### config.mk
export PLATFORM = sky130hd
export DESIGN_NAME = mac_array_seq
export DESIGN_NICKNAME = d
export VERILOG_FILES = /design/src/rtl/mac_array_seq.sv
export SDC_FILE = /design/constraint.sdc
export NUM_CORES = 1
export LEC_CHECK = 0
export ABC_CLOCK_PERIOD_IN_PS = 5750
export BUFFER_PORTS_ARGS = -buffer_cell sky130_fd_sc_hd__buf_2
export CAP_MARGIN = 0
export CORE_ASPECT_RATIO = 0.75
export CORE_MARGIN = 1
export CORE_UTILIZATION = 53
export DETAILED_ROUTE_END_ITERATION = 16
export PLACE_DENSITY = 0.73
export SETUP_SLACK_MARGIN = 0.5
export SYNTH_ARGS = -nofsm -noshare
export SYNTH_HDL_FRONTEND = slang
export SYNTH_SLANG_ARGS = --single-unit
### constraint.sdc
create_clock -name clk -period 5.75 [get_ports clk]
set_input_delay 0.2875 -clock clk [delete_from_list [all_inputs] [get_ports clk]]
set_output_delay 0.2875 -clock clk [all_outputs]
set_load 0.02 [all_outputs]
### src/rtl/mac_array_seq.sv
// Job sequencer for the weight-stationary MAC array: clears tiles, streams the
// kernel and input vectors out of L0 as west-edge instructions, then drains.
module mac_array_seq #(
    parameter int row    = 8,
    parameter int col    = 8,
    parameter int len_bw = 8
) (
    input  logic              clk,
    input  logic              reset,
    input  logic              start,
    input  logic [len_bw-1:0] num_vec,
    input  logic              l0_empty,
    output logic              l0_rd,
    output logic [1:0]        inst_w,
    output logic              arr_reset,
    output logic              busy,
    output logic              done
);

    localparam int CNT_MAX = ((2 ** len_bw) > (row + col + 2)) ? (2 ** len_bw) : (row + col + 2);
    localparam int CW      = $clog2(CNT_MAX);

    localparam logic [CW-1:0] COL_LAST   = CW'(col - 1);
    localparam logic [CW-1:0] DRAIN_LAST = CW'(row + col);

    typedef enum logic [2:0] {
        IDLE  = 3'd0,
        CLR   = 3'd1,
        LOAD  = 3'd2,
        FLUSH = 3'd3,
        EXEC  = 3'd4,
        DRAIN = 3'd5,
        DONE  = 3'd6
    } state_t;

    state_t            state, state_nxt;
    logic [CW-1:0]     cnt;
    logic [len_bw-1:0] nv_q;
    logic [CW-1:0]     nv_last;
    logic              cnt_inc;

    assign nv_last = CW'(nv_q) - CW'(1);

    always_comb begin
        state_nxt = state;
        cnt_inc   = 1'b0;
        // A pop during reset would be lost anyway, so none is issued.
        l0_rd     = !reset && (state == LOAD || state == EXEC) && !l0_empty;
        case (state)
            IDLE:  if (start) state_nxt = CLR;
            CLR:   state_nxt = LOAD;
            LOAD: begin
                cnt_inc = l0_rd;
                if (l0_rd && cnt == COL_LAST) state_nxt = FLUSH;
            end
            FLUSH: begin
                cnt_inc = 1'b1;
                // Zero-vector jobs skip EXEC entirely so no cycle is spent there.
                if (cnt == COL_LAST) state_nxt = (nv_q == '0) ? DRAIN : EXEC;
            end
            EXEC: begin
                cnt_inc = l0_rd;
                if (l0_rd && cnt == nv_last) state_nxt = DRAIN;
            end
            DRAIN: begin
                cnt_inc = 1'b1;
                if (cnt == DRAIN_LAST) state_nxt = DONE;
            end
            DONE:    state_nxt = IDLE;
            default: state_nxt = IDLE;
        endcase
    end

    always_ff @(posedge clk) begin
        if (reset) begin
            state  <= IDLE;
            cnt    <= '0;
            nv_q   <= '0;
            inst_w <= 2'b00;
        end else begin
            state  <= state_nxt;
            inst_w <= {l0_rd && (state == EXEC), l0_rd && (state == LOAD)};
            if (state == IDLE && start) nv_q <= num_vec;
            if (state_nxt != state)     cnt  <= '0;
            else if (cnt_inc)           cnt  <= cnt + CW'(1);
        end
    end

    assign arr_reset = reset || (state == CLR);
    assign busy      = (state == CLR) || (state == LOAD) || (state == FLUSH) ||
                       (state == EXEC) || (state == DRAIN);
    assign done      = (state == DONE);

endmodule

[After elaboration in Yosys (flattened, before gate mapping)]
Cells that the tools add are included.
Word-level totals
  flip-flop bits (word level): 21
  input port bits: 12
  output and inout port bits: 6
  word-level logic and storage cells: 44
Cells by class
  $add $sub $neg: 2
  eq/ne operators: 10
  multiplexer cells: 8
  reduce and logical (&&, ||, !) cells: 20
Operator list (number)
  3-bit case mux with 6 select lines: 1
  3-bit 2-to-1 mux: 5
  3-bit == test, second input constant: 3
  8-bit by 1-bit adder with 8-bit output, second input constant: 1
  8-bit by 3-bit == test with 1-bit output, second input constant: 1
  8-bit by 5-bit == test with 1-bit output, second input constant: 1
  8-bit == test: 1
  8-bit logical NOT: 1
  8-bit by 1-bit subtractor with 8-bit output, second input constant: 1
  1-bit logical AND: 7
  3-bit by 2-bit == test with 1-bit output, second input constant: 2
  1-bit logical OR: 6
  2-bit OR reduction: 3
  3-bit by 1-bit == test with 1-bit output, second input constant: 1
  3-bit logical NOT: 1
  3-bit inequality test: 1
  1-bit logical NOT: 2
  1-bit case mux with 2 select lines: 1
  1-bit 2-to-1 mux: 1

[Depth between registers and ports, before layout]
Gate-level depths: netlist of run 1.
  depth in word-level cells: 9
  mapped depth: 9

[Worst setup path before layout of run 1]
No wires, ideal clock.
  path type: register to register
  start: register nv_q[0]
  end: register state[0]
  library setup time: 0.060 ns
  arrival time: 1.900 ns
  data required time: 5.690 ns
  path slack: 3.791 ns
  cell stages (with the launch flop): 10
  buffers on the path: 2
  period minus slack after synthesis: 1.959 ns
  cell sequence: dfxtp_1 -> buf_2 -> inv_1 -> ha_1 -> clkbuf_2 -> o21ba_2 -> a221oi_1 -> a41oi_1 -> a211oi_4 -> o311a_1
Between the ends
  longest elaborated chain between the ends: 5
  elaborated cells between the ends (all ways): 8
  those cells by class: add/sub: 1; eq/ne: 1; mux: 4; reduce/logical: 2
RTL lines
  start: declaration: line 38  | logic [len_bw-1:0] nv_q;
  start signal: assignment: line 83  | if (state == IDLE && start) nv_q <= num_vec;
  8-bit by 1-bit subtractor with 8-bit output: line 42  | assign nv_last = CW'(nv_q) - CW'(1);
  8-bit == test: line 63  | if (l0_rd && cnt == nv_last) state_nxt = DRAIN;
  1-bit logical AND: line 63
  3-bit 2-to-1 mux: line 63
  3-bit case mux with 6 select lines (*): line 49  | case (state)
  end signal: assignment: line 81  | state <= state_nxt;
  end: declaration: line 36  | state_t state, state_nxt;
Every way passes the cells marked *; elsewhere a longest branch is shown, timed or not.
A chain may end at the register's enable or synchronous reset.

[Worst setup path after layout of run 1]
Same ends and word-level chain as after synthesis.

==> results of run 1 <==
[where the power goes]
| part | leakage, nW | internal (mW) | switching (mW) |
|---|---|---|---|
| Sequential | 0.171 | 0.151 | 0.00973 |
| Combinational | 0.342 | 0.0264 | 0.0341 |
| Clock | 0.0150 | 0.0271 | 0.0467 |
| Total | 0.528 | 0.204 | 0.0905 |
[metrics by stage]
stage                     hold WS, ns  util, %
after floorplan                 0.423        -
after global placement          0.482     63.8
after detailed placement        0.504     63.8
after CTS                       0.196     65.0
after global routing            0.188     65.0
final                           0.198     65.0
[layer usage]
metal	up-vias	part of all wire [%]	global-route usage [%]
li1	589	-	-
met1	524	48	31.8
met2	26	45	37.7
met3	6	4.8	6.73
met4	0	1.7	7.14
met5	-	0	0
[cell type report]
type | count | area [um^2]
inverters | 8 | 30.0
clock buffers | 4 | 26.3
well taps | 32 | 40.0
multi-input cells | 123 | 788
repair buffers | 17 | 85.1
fillers | 200 | 747
flip-flops and latches | 21 | 420
[flip-flops by register name, indices dropped and copies added (netlist names)]
register  flops
nv_q          8
inst_w        2
state         3
cnt           8
[final timing paths]
path               from        to  slack, ns  depth (start not counted)
max             nv_q[0]  state[0]       3.51                          7
min          num_vec[1]   nv_q[1]       0.20                          3
max reg2reg     nv_q[0]  state[0]       3.51                          7
min reg2reg     nv_q[7]   nv_q[7]       0.51                          2
[kinds of logic after synthesis]
kind of cell | after synthesis
and+or+nand+nor | 69
AOI/OAI and AO/OA | 34
DFF | 21
xor gates and xnor gates | 16
buffers and inverters | 16
adders and majority gates | 3
muxes | 1
[critical path, delay by kind of cell, from the launching register on]
| family | cells | cell delay [ns] |
|---|---|---|
| buffers and inverters | 1 | 0.07 |
| adder cells (fa/ha/maj) | 1 | 0.32 |
| AO/OA/AOI/OAI | 5 | 1.33 |
| flip-flops | 1 | 0.47 |
[placed cells by master (no fill, tap or decap), types with 2 or more instances in the layout]
| cell type | instances |
|---|---|
| a21oi_1 | 14 |
| o21ai_0 | 4 |
| xor2_1 | 7 |
| o31a_1 | 2 |
| nor3_1 | 12 |
| dfxtp_1 | 21 |
| a211oi_1 | 2 |
| o21bai_1 | 2 |
| nand4_1 | 2 |
| o21a_1 | 2 |
| nand2b_1 | 2 |
| xnor2_1 | 9 |
| nand3_1 | 4 |
| inv_1 | 8 |
| and3_1 | 3 |
| nor4_1 | 2 |
| buf_2 | 17 |
| nand2_1 | 26 |
| nor2_1 | 9 |
| clkbuf_4 | 3 |
| ha_1 | 3 |
==> out/metrics.cfg, run 1 <==
[timing]
worstMarginPinSlew_ns = 0.772
finalSetupViolCount = 0
fmax_ghz = 0.446
setup_slack_ns = 3.51
min_period_ns = 2.24
hold_viol = 0
slew_headroom_pct = 48.4
slew_violations = 0
fin_worst_skew_ns = 0.00247
finalCritPeriodShare_pct = 39.0
rsz0062_at_grt = no
fin_setup_tns_ns = 0

[logic_synthesis]
synth-edff-count = 0
synthMostInstantiatedCell = nand2_1
synth_fp_nets = 175
netlist_instances = 160
synth_compound_area_share_pct = 19.0
synth_common_cells = nand2_1 (26), dfxtp_1 (21), a21oi_1 (14)
synth_area_leader_cell = dfxtp_1
async_flop_share_pct = 0
synth_top_area_share_pct = 33.0
yosysWarnings = 0
ys_seq_area_share_pct = 33.0
synth_top_family_by_area = simple AND/OR/NAND/NOR gates
synth.distinct_cells = 40
synthMuxAreaShare_pct = 0.786
synth_area_leaders = dfxtp_1 (33%), nand2_1 (7.7%), xnor2_1 (6.2%)
synth_simple_gate_area_share_pct = 28.2
synth-xor-area-share_pct = 11.0
synth_area_per_cell_um2 = 7.96
ys.flop_type = dfxtp_1
ys_ff_latch = 21
syn-cell-area_mm2 = 0.00127
synthAdderAreaFrac_pct = 2.95

[clocking]
cts_sinks = 21
clk_pin_slew_worst_paths_ns = 0.12
root_buffer = clkbuf_4
cts.htree.levels = 1
cts_made_buffers = 3
clk_path_buf_depth = 2
cts_tree = built
clk_latency_ns = 0.31
post_cts_buffers = 0
hold_buffers = 0
cts_resized = 0

[grt]
antenna_found_initial = 0
grt_pass1_vias = 989
overflow = 0
grt_max_degree = 13
track_usage_pct = 23.8
grt_pass1_wl_mm = 4.60

[critical_path]
worst-path-max-fanout = 9
cp_data_required_time_ns = 6.01
crit_slowest_cell = dfxtp_1
worstPathArrival_ns = 2.51
slowest_delay_ns = 0.47
start_kind = flip-flop
critPathCaptureType = flip-flop
path_cells = inv_1, ha_1, o21ba_2, a221oi_1, a41oi_1, a211oi_4, o311a_1
critical_path_class = flip-flop to flip-flop

[die]
die_x_um = 58.6
start_util_pct = 59.6
num_io_pins = 18
rows = 14
fp.dieH_um = 44.5
die_area_mm2 = 0.00261
core-area_mm2 = 0.00214

[routing]
post_drt_wl_per_cell_um = 13.2
dr_total_vias = 1145
ant_nets = 0
drc = 0
drt_wl_total_mm = 2.71
dr.pass1.iters = 4
first_iter_violations = 49
vias_per_cell = 5.59

[pwr]
vdd_drop_max_uv = 134
power_mw = 0.295
powerDensity_mw_per_mm2 = 212
p_leak_nw = 0.528

[placement]
numPortBuffers = 17
placed_cell_area_mm2 = 0.00136
hpwl_mm = 2.00
place.gp.congestion = 0.819
placed_cells = 201
post-place-ws_ns = 3.63

[cells_and_area]
diodes = 0
nets = 189
final_cells = 205
layout-drive-gt1-share_pct = 16.8
area_growth_pct = 9.14
final_area_mm2 = 0.00139

[job]
drv_cap = 0

[hold_path]
min_path_type = input pin to flip-flop

[outcome]
status = finished clean

(Power assumes the default switching activity.)
==> run 2, diff against run 1 <==
--- a/config.mk
+++ b/config.mk
@@ -5,12 +5,13 @@
 export SDC_FILE = /design/constraint.sdc
 export NUM_CORES = 1
 export LEC_CHECK = 0
-export ABC_CLOCK_PERIOD_IN_PS = 5750
+export ABC_AREA = 1
+export ABC_CLOCK_PERIOD_IN_PS = 1900
 export BUFFER_PORTS_ARGS = -buffer_cell sky130_fd_sc_hd__buf_2
 export CAP_MARGIN = 0
 export CORE_ASPECT_RATIO = 0.75
 export CORE_MARGIN = 1
-export CORE_UTILIZATION = 53
+export CORE_UTILIZATION = 51
 export DETAILED_ROUTE_END_ITERATION = 16
 export PLACE_DENSITY = 0.73
 export SETUP_SLACK_MARGIN = 0.5
==> constraint.sdc (replaced) <==
create_clock -name clk -period 1.9 [get_ports clk]
set_input_delay 0.095 -clock clk [delete_from_list [all_inputs] [get_ports clk]]
set_output_delay 0.095 -clock clk [all_outputs]
set_load 0.02 [all_outputs]
==> run 2 against run 1 <==
Area after synthesis rose by 4.7%. First-iteration DRC count rose to 2.8 times the previous value. Clock skew hardly changed. Clock-buffer cell count stayed put. Clock power grew to 2.9 times the previous value. Routed wire length grew 26%. Core utilization up 4.6 points. Die area up 8.5%. Critical path depth grew 4. Largest cell class unchanged.
==> out/metrics.cfg, run 2 <==
[die]
num_io_pins = 18
fp.dieH_um = 46.3
core-area_mm2 = 0.00238
start_util_pct = 56.0
rows = 15
die_area_mm2 = 0.00283
die_x_um = 61.1

[timing]
worstMarginPinSlew_ns = 0.311
fin_setup_tns_ns = 0
finalSetupViolCount = 0
slew_headroom_pct = 79.2
slew_violations = 0
min_period_ns = 1.65
fmax_ghz = 0.604
fin_worst_skew_ns = 0.00226
setup_slack_ns = 0.245
hold_viol = 0
finalCritPeriodShare_pct = 87.1
rsz0062_at_grt = yes

[logic_synthesis]
yosysWarnings = 0
synth_common_cells = nand2_1 (40), nor2_1 (31), inv_1 (27)
synth_top_area_share_pct = 31.5
synth-edff-count = 0
synthMostInstantiatedCell = nand2_1
synth_area_per_cell_um2 = 6.47
synth_area_leader_cell = dfxtp_1
async_flop_share_pct = 0
synth_area_leaders = dfxtp_1 (32%), nand2_1 (11%), nor2_1 (8.7%)
ys_ff_latch = 21
ys.flop_type = dfxtp_1
ys_seq_area_share_pct = 31.5
synth.distinct_cells = 25
netlist_instances = 206
synth_fp_nets = 221
syn-cell-area_mm2 = 0.00133

[pwr]
combPwrFrac_pct = 30.7
swShare_pct = 35.0
p_seq_share_pct = 48.3
power_mw = 1.03
vdd_drop_max_uv = 397
netSwitchingPower_mw = 0.361
powerDensity_mw_per_mm2 = 622
p_int_mw = 0.671
p_clk_share_pct = 21.0
p_leak_nw = 0.762

[grt]
antenna_found_initial = 0
grt_pass1_wl_mm = 5.29
overflow = 0
track_usage_pct = 26.5
grt_pass1_vias = 1194
grt_max_degree = 17

[placement]
post-place-ws_ns = 0.165
hpwl_mm = 2.43
placed_cells = 256
numPortBuffers = 17
place.gp.congestion = 0.833

[routing]
vias_per_cell = 5.13
ant_nets = 0
drt_wl_total_mm = 3.40
post_drt_wl_per_cell_um = 12.6
drc = 0
dr.pass1.iters = 4
dr_total_vias = 1386
first_iter_violations = 136

[clocking]
cts_tree = built
cts_sinks = 21
clk_latency_ns = 0.31
clk_pin_slew_worst_paths_ns = 0.11
hold_buffers = 0
cts.htree.levels = 1
cts_made_buffers = 3
clk_path_buf_depth = 2
root_buffer = clkbuf_4

[critical_path]
start_kind = flip-flop
worstPathArrival_ns = 1.90
r2r-start = cnt[1]
critPathCaptureType = flip-flop
reg2reg_to = cnt[1]
reg2reg_depth = 11
worst-path-max-fanout = 8
r2r_setup_slack_ns = 0.25
cp_data_required_time_ns = 2.15
critical_path_class = flip-flop to flip-flop

[hold_path]
min_path_type = input pin to flip-flop
holdPathEnd = state[0]
hold_depth = 2
hold_path_startpoint = reset

[cells_and_area]
reg.largest.list = cnt: 8 flops, nv_q: 8 flops, state: 3 flops
layout-drive-gt1-share_pct = 33.5
layout_commonest_cell = nand2_1
final_cells = 270
area_growth_pct = 24.4
nets = 252
final_cell_mix = nand2_1 (39), nor2_1 (26), inv_1 (22)
fin_util_pct = 69.6
diodes = 0

[outcome]
status = finished clean

[job]
drv_cap = 0

[run 2: cell types whose count changed in the layout (fill, tap and decap cells not counted), moves of 8 or more]
cell     before  now
nor2_2        0   16
dfxtp_1      21   13
nand2_1      26   39
nor3_1       12    1
nor2_1        9   26
inv_1         8   22
buf_4         0   11
nand3_1       4   19
[run 2: how the worst max path moves through the flow]
stage,to,from,cells past startpoint
2_1_floorplan,cnt[0],nv_q[0],14
3_3_place_gp,cnt[1],nv_q[0],13
3_5_place_dp,cnt[2],nv_q[0],13
4_1_cts,cnt[2],cnt[1],12
5_1_grt,cnt[0],nv_q[0],14
6_report,cnt[1],cnt[1],11
[run 2: worst max-delay path, stage by stage, from the launching register on]
cell	delay, ns
dfxtp_2	0.37
ha_2	0.21
nand3_2	0.10
nor2_4	0.19
nor2_2	0.06
nor2_1	0.10
nand2_1	0.07
nor2_2	0.13
nand2_1	0.10
nand2_2	0.08
nand2_4	0.10
nor2_2	0.10
[run 2: kinds of logic after synthesis]
| kind of cell | Yosys count | share of synthesized area [%] |
|---|---|---|
| compound gates | 24 | 9.76 |
| xor+xnor | 11 | 7.22 |
| fa+ha+maj | 3 | 2.81 |
| buf+inv | 34 | 10.1 |
| flops | 21 | 31.5 |
| simple gates | 113 | 38.6 |
[run 2: power groups by stage]
| stage | clock, mW | sequential (mW) | combinational (mW) |
|---|---|---|---|
| after floorplan | 0 | 0.498 | 0.211 |
| after global placement | 0 | 0.505 | 0.266 |
| final | 0.216 | 0.499 | 0.317 |
| after detailed placement | 0 | 0.506 | 0.276 |
| after CTS | 0.221 | 0.496 | 0.299 |
| after global routing | 0.249 | 0.503 | 0.354 |
[run 2: final cells by class]
cell class	count	area, um^2
Timing Repair Buffer	28	180
Multi-Input combinational cell	151	837
Inverter	32	130
Clock buffer	4	26.3
Sequential cell	21	443
Fill cell	195	724
Tap cell	34	42.5
[run 2: stage by stage]
step	hold slack (ns)	cell area, um^2
after floorplan	0.164	1350
after global placement	0.353	1470
after detailed placement	0.347	1470
after CTS	0.00642	1590
after global routing	0.00138	1660
final	0.0111	1660
[run 2: metal layers]
metal  share of wire [%]  track usage, %
met1                  43            36.3
met4                 4.1            10.9
met2                  43            39.3
met5                   0               0
met3                 9.8            7.02
[run 2: timing repair]
| item | CTS | global route |
|---|---|---|
| endpoints found under the hold margin | 0 | 1 |
| endpoints found under the setup margin | 10 | 14 |
| cloned | 0 | 0 |
| gates resized for setup | 22 | 17 |
| pin swaps | 4 | 3 |
| buffers inserted | 6 | 4 |
